### config.mk
export PLATFORM = sky130hd
export DESIGN_NAME = seg_scan_decoder
export DESIGN_NICKNAME = d
export VERILOG_FILES = /design/src/rtl/seg_scan_decoder.sv
export SDC_FILE = /design/constraint.sdc
export NUM_CORES = 1
export LEC_CHECK = 0
export ABC_AREA = 1
export CORE_MARGIN = 2
export CORE_UTILIZATION = 57
export DETAILED_ROUTE_END_ITERATION = 8
export PLACE_DENSITY = 0.88
export SYNTH_ARGS = -nofsm -noshare
export SYNTH_HDL_FRONTEND = slang
export SYNTH_SLANG_ARGS = --single-unit
### constraint.sdc
create_clock -name clk -period 6.5 [get_ports clk]
set_clock_uncertainty 0.2 [all_clocks]
set_input_delay 1.3 -clock clk [delete_from_list [all_inputs] [get_ports clk]]
set_output_delay 1.3 -clock clk [all_outputs]
set_load 0.1 [all_outputs]
### src/rtl/seg_scan_decoder.sv
// Loopback monitor for a multiplexed active-low 7-segment bus: rebuilds the displayed
// hex value per digit and publishes complete frames atomically.
module seg_scan_decoder #(
   parameter int DIGITS        = 8,
   parameter int STABLE_CYCLES = 4
) (
   input  logic                  clk,
   input  logic                  rst,
   input  logic [DIGITS-1:0]     an,
   input  logic [7:0]            seg,
   output logic [4*DIGITS-1:0]   value,
   output logic [DIGITS-1:0]     dp,
   output logic [DIGITS-1:0]     blank,
   output logic                  err,
   output logic                  frame_valid
);

   localparam int CW = $clog2(STABLE_CYCLES + 1);
   localparam logic [CW-1:0] STB = CW'(STABLE_CYCLES);

   localparam logic [1:0] IDLE   = 2'd0;
   localparam logic [1:0] SETTLE = 2'd1;
   localparam logic [1:0] HOLD   = 2'd2;

   logic [DIGITS-1:0]        an_q, an_p_q;
   logic [7:0]               seg_q, seg_p_q;
   logic [1:0]               state_q, state_d;
   logic [CW-1:0]            cnt_q, cnt_d, cnt_n;
   logic [DIGITS-1:0]        seen_q, seen_d;
   logic [DIGITS-1:0][3:0]   val_sh_q;
   logic [DIGITS-1:0]        dp_sh_q, blank_sh_q, err_sh_q, err_sh_d;
   logic [4*DIGITS-1:0]      value_q;
   logic [DIGITS-1:0]        dp_q, blank_q;
   logic                     err_q, fv_q;

   logic [DIGITS-1:0] sel;
   logic              one_hot, same, cap, pub;
   logic [3:0]        dec_nib;
   logic              dec_blank, dec_err;

   // dp is decoded separately, so the pattern lookup always sees dp off
   always_comb begin
      dec_nib   = 4'h0;
      dec_blank = 1'b0;
      dec_err   = 1'b0;
      case ({1'b1, seg_q[6:0]})
         8'hC0: dec_nib = 4'h0;
         8'hF9: dec_nib = 4'h1;
         8'hA4: dec_nib = 4'h2;
         8'hB0: dec_nib = 4'h3;
         8'h99: dec_nib = 4'h4;
         8'h92: dec_nib = 4'h5;
         8'h82: dec_nib = 4'h6;
         8'hF8: dec_nib = 4'h7;
         8'h80: dec_nib = 4'h8;
         8'h98: dec_nib = 4'h9;
         8'h88: dec_nib = 4'hA;
         8'h83: dec_nib = 4'hB;
         8'hC6: dec_nib = 4'hC;
         8'hA1: dec_nib = 4'hD;
         8'h86: dec_nib = 4'hE;
         8'h8E: dec_nib = 4'hF;
         8'hFF: dec_blank = 1'b1;
         default: dec_err = 1'b1;
      endcase
   end

   always_comb begin
      sel     = ~an_q;
      one_hot = $onehot(sel);
      same    = (an_q == an_p_q) && (seg_q == seg_p_q);
      state_d = state_q;
      cnt_d   = cnt_q;
      cnt_n   = cnt_q;
      cap     = 1'b0;
      if (!one_hot) begin
         state_d = IDLE;
         cnt_d   = '0;
      end else if (!(state_q == HOLD && same)) begin
         cnt_n = (state_q == IDLE || !same) ? CW'(1) : cnt_q + CW'(1);
         cnt_d = cnt_n;
         if (cnt_n == STB) begin
            cap     = 1'b1;
            state_d = HOLD;
         end else begin
            state_d = SETTLE;
         end
      end
   end

   // seen stays all-ones for exactly one cycle; a capture on that edge starts the next frame
   always_comb begin
      pub      = &seen_q;
      seen_d   = (pub ? '0 : seen_q) | (cap ? sel : '0);
      err_sh_d = pub ? '0 : err_sh_q;
      for (int k = 0; k < DIGITS; k++)
         if (cap && sel[k]) err_sh_d[k] = dec_err;
   end

   always_ff @(posedge clk or posedge rst) begin
      if (rst) begin
         an_q       <= '1;
         seg_q      <= '1;
         an_p_q     <= '1;
         seg_p_q    <= '1;
         state_q    <= IDLE;
         cnt_q      <= '0;
         seen_q     <= '0;
         val_sh_q   <= '0;
         dp_sh_q    <= '0;
         blank_sh_q <= '0;
         err_sh_q   <= '0;
         value_q    <= '0;
         dp_q       <= '0;
         blank_q    <= '1;
         err_q      <= 1'b0;
         fv_q       <= 1'b0;
      end else begin
         an_q     <= an;
         seg_q    <= seg;
         an_p_q   <= an_q;
         seg_p_q  <= seg_q;
         state_q  <= state_d;
         cnt_q    <= cnt_d;
         seen_q   <= seen_d;
         err_sh_q <= err_sh_d;
         for (int k = 0; k < DIGITS; k++) begin
            if (cap && sel[k]) begin
               val_sh_q[k]   <= dec_nib;
               dp_sh_q[k]    <= ~seg_q[7];
               blank_sh_q[k] <= dec_blank;
            end
         end
         fv_q <= pub;
         if (pub) begin
            value_q <= val_sh_q;
            dp_q    <= dp_sh_q;
            blank_q <= blank_sh_q;
            err_q   <= |err_sh_q;
         end
      end
   end

   assign value       = value_q;
   assign dp          = dp_q;
   assign blank       = blank_q;
   assign err         = err_q;
   assign frame_valid = fv_q;

endmodule
==> flow_summary.json <==
{
  "period_share_pct": 74.61,
  "die_w_um": 111.4,
  "antenna_found_initial": 0,
  "hpwl_mm": 9.426,
  "ant_nets": 0,
  "maxSlewHeadroom_pct": 33.78,
  "critPathCaptureType": "flop",
  "grt.total_usage_pct": 24.94,
  "grt-ovfl-total": 0,
  "initial_core_util_pct": 58.03,
  "viasPerCell": 5.535,
  "r2r_start": "an_q[1]$_DFF_PP1_",
  "seq_area_frac_synth_pct": 58.27,
  "ir_drop_mv": 0.1665,
  "synth_seq_cells": 151,
  "synth_cells": 728,
  "gp_congestion": 0.8366,
  "fmax_mhz": 206.2,
  "status": "finished, final reports clean",
  "path_buf_inv": 4,
  "grt_busiest_layer": "met2",
  "clk_latency_ns": 0.43,
  "row_count": 39,
  "grt_pass1_vias": 5269,
  "tns_ns": 0,
  "cp_top_family": "adder cells",
  "finish.utilization_pct": 69.41,
  "syn-num-nets": 754,
  "finalHoldViolCount": 0,
  "worst_ep_required_time_ns": 6.61,
  "crit_type": "flop to flop",
  "wire_per_inst_um": 15.33,
  "drive_above_1_share_pct": 12.17,
  "p_leak_nw": 4.024,
  "p_per_area_nw_per_um2": 271.6,
  "nets": 818,
  "critPathArrivalTime_ns": 4.96,
  "numCtsBuffers": 17,
  "clock_path_buffers": 2,
  "postCtsHoldBufs": 0,
  "synth_commonest_cells": "nand2_1, dfrtp_1, nand4_1, inv_1, nor2_1",
  "die_area_um2": 12400,
  "use_met1_pct": 33.50,
  "grt_pass1_wl_mm": 24.81,
  "async_flop_share_pct": 100.0,
  "min_period_ns": 4.849,
  "cp_num_cells": 15,
  "fin_hold_ws_ns": 0.1756,
  "yosysWarnings": 0,
  "cts-root-buf": "clkbuf_16",
  "insertedDiodeCount": 0,
  "worst_pin_slew_ns": 0.9902,
  "syn2layout_area_growth_pct": 19.60,
  "hold_depth": 0,
  "synth_top_area_cell": "dfrtp_1",
  "avgSynthCellArea_um2": 9.025,
  "cpMostUsedCell": "fa_1",
  "rsz0062_at_grt": "no",
  "drc_errors": 0,
  "cp-startpoint": "an_q[1]$_DFF_PP1_",
  "drv_slew": 0,
  "drt-pass1-iter-count": 5,
  "pin_count": 68,
  "postCtsSetupRepairBufs": 0,
  "portBuffers": 67,
  "vias": 5247,
  "synth.most_common_cell": "nand2_1",
  "netlist_area_um2": 6570,
  "cp_slowest_cell": "dfstp_2",
  "critPathMaxFanout": 35,
  "cts.clk_slew.worst_paths_ns": 0.06,
  "core_um2": 11320,
  "min_path_type": "flop to flop",
  "crit_chain": "fa_1 > inv_1 > fa_1 > fa_1 > ha_1 > inv_1 > fa_1 > a211o_1 > a21oi_1 > nand2_1 > inv_2 > buf_4 > nand3_4 > nand2_1 > nand2_1",
  "ys.flop_type": "dfrtp_1",
  "final-setup-viol-count": 0,
  "wirelength_mm": 14.54,
  "drt_iter0_markers": 404,
  "crit_path_max_incr_delay_ns": 0.58,
  "hold_start": "an_q[2]$_DFF_PP1_",
  "clock_sinks": 151,
  "met3_usage_pct": 5.117,
  "final.setup.worst_slack_ns": 1.651,
  "pre_cts_ws_ns": 1.699,
  "synth_area_leaders": "dfrtp_1, nand2_1, dfstp_2",
  "netlist-cell-type-count": 32,
  "crit_path_start_kind": "flop",
  "h-tree-depth": 4,
  "synth_edf_count": 0,
  "grt_use_met2_pct": 39.80,
  "grt_max_degree": 92,
  "synth_top_area_share_pct": 42.28,
  "cts_tree": "built",
  "die_h_um": 111.4,
  "rr_worst_depth": 15,
  "drv_cap": 0,
  "cts_resized": 0
}
## final timing paths
path / slack (ns) / end
min: 0.18 / an_p_q[2]$_DFF_PP1_
max: 1.65 / val_sh_q[26]$_DFFE_PP0P_
max reg2reg: 1.65 / val_sh_q[26]$_DFFE_PP0P_
max in group asynchronous: 3.64 / blank_sh_q[5]$_DFFE_PP0P_
min reg2reg: 0.18 / an_p_q[2]$_DFF_PP1_
min in group asynchronous: 1.21 / dp[3]$_DFFE_PP0P_
## layer usage
metal	vias to the layer above	part of all wire (%)	wire, um
li1	2448	-	-
met1	2561	43	6232
met2	197	48	7025
met3	41	5.8	847
met4	0	3.0	430
met5	-	0	0
## sequential cells by signal (all words and copies together), names as in the netlist
name         count
an_p_q           8
an_q             8
blank            8
blank_sh_q       8
cnt_q            3
dp               8
dp_sh_q          8
err              1
err_sh_q         8
frame_valid      1
seen_q           8
seg_p_q          8
seg_q            8
state_q          2
val_sh_q        32
value           32
## area by class of cell
type	count	area, um2
timing repair buffer	72	708.2
fill	824	3463
sequential	151	3829
clock buffer	24	525.5
inverter	60	230.2
clock inverter	8	77.57
tap	143	178.9
multi-input combinational	490	2308
## report_power, final
| part | internal [mW] | switching (mW) |
|---|---|---|
| Sequential | 0.964 | 0.0138 |
| Combinational | 0.0405 | 0.123 |
| Clock | 0.608 | 0.385 |
## layout by cell type (no fill, tap or decap), types with 2 or more instances in the layout
cell type	instances
nand2_1	321
dfrtp_1	111
clkdlybuf4s50_1	67
nand4_1	61
inv_1	48
nor2_1	42
dfstp_2	40
clkbuf_16	20
o21ai_0	16
nand3_1	13
inv_2	10
nand3_4	7
xor2_1	5
buf_4	5
fa_1	4
ha_1	4
inv_4	4
clkbuf_1	3
nor2_4	2
or2_2	2
a21oi_1	2
nor3_1	2
o22ai_1	2
nor4_1	2
inv_6	2
## per-stage QoR
stage	std cells	total power [mW]	cell area, um2
floorplan	728	1.131	6570
global placement	916	1.143	7254
detailed placement	916	1.155	7254
CTS	948	2.138	7858
global route	948	2.204	7858
finish	948	2.134	7858
## logic make-up (layout without fill, tap and decap cells)
group                      Yosys count  in the layout  synth area share [%]
and+or+nand+nor                    455            455                 30.68
buffers and inverters               87            164                 6.589
adders and majority gates            8              8                 1.981
AOI/OAI and AO/OA                   22             22                 1.809
xor gates and xnor gates             5              5                0.6665
DFF                                151            151                 58.27
Power figures use the tool's default switching activity.
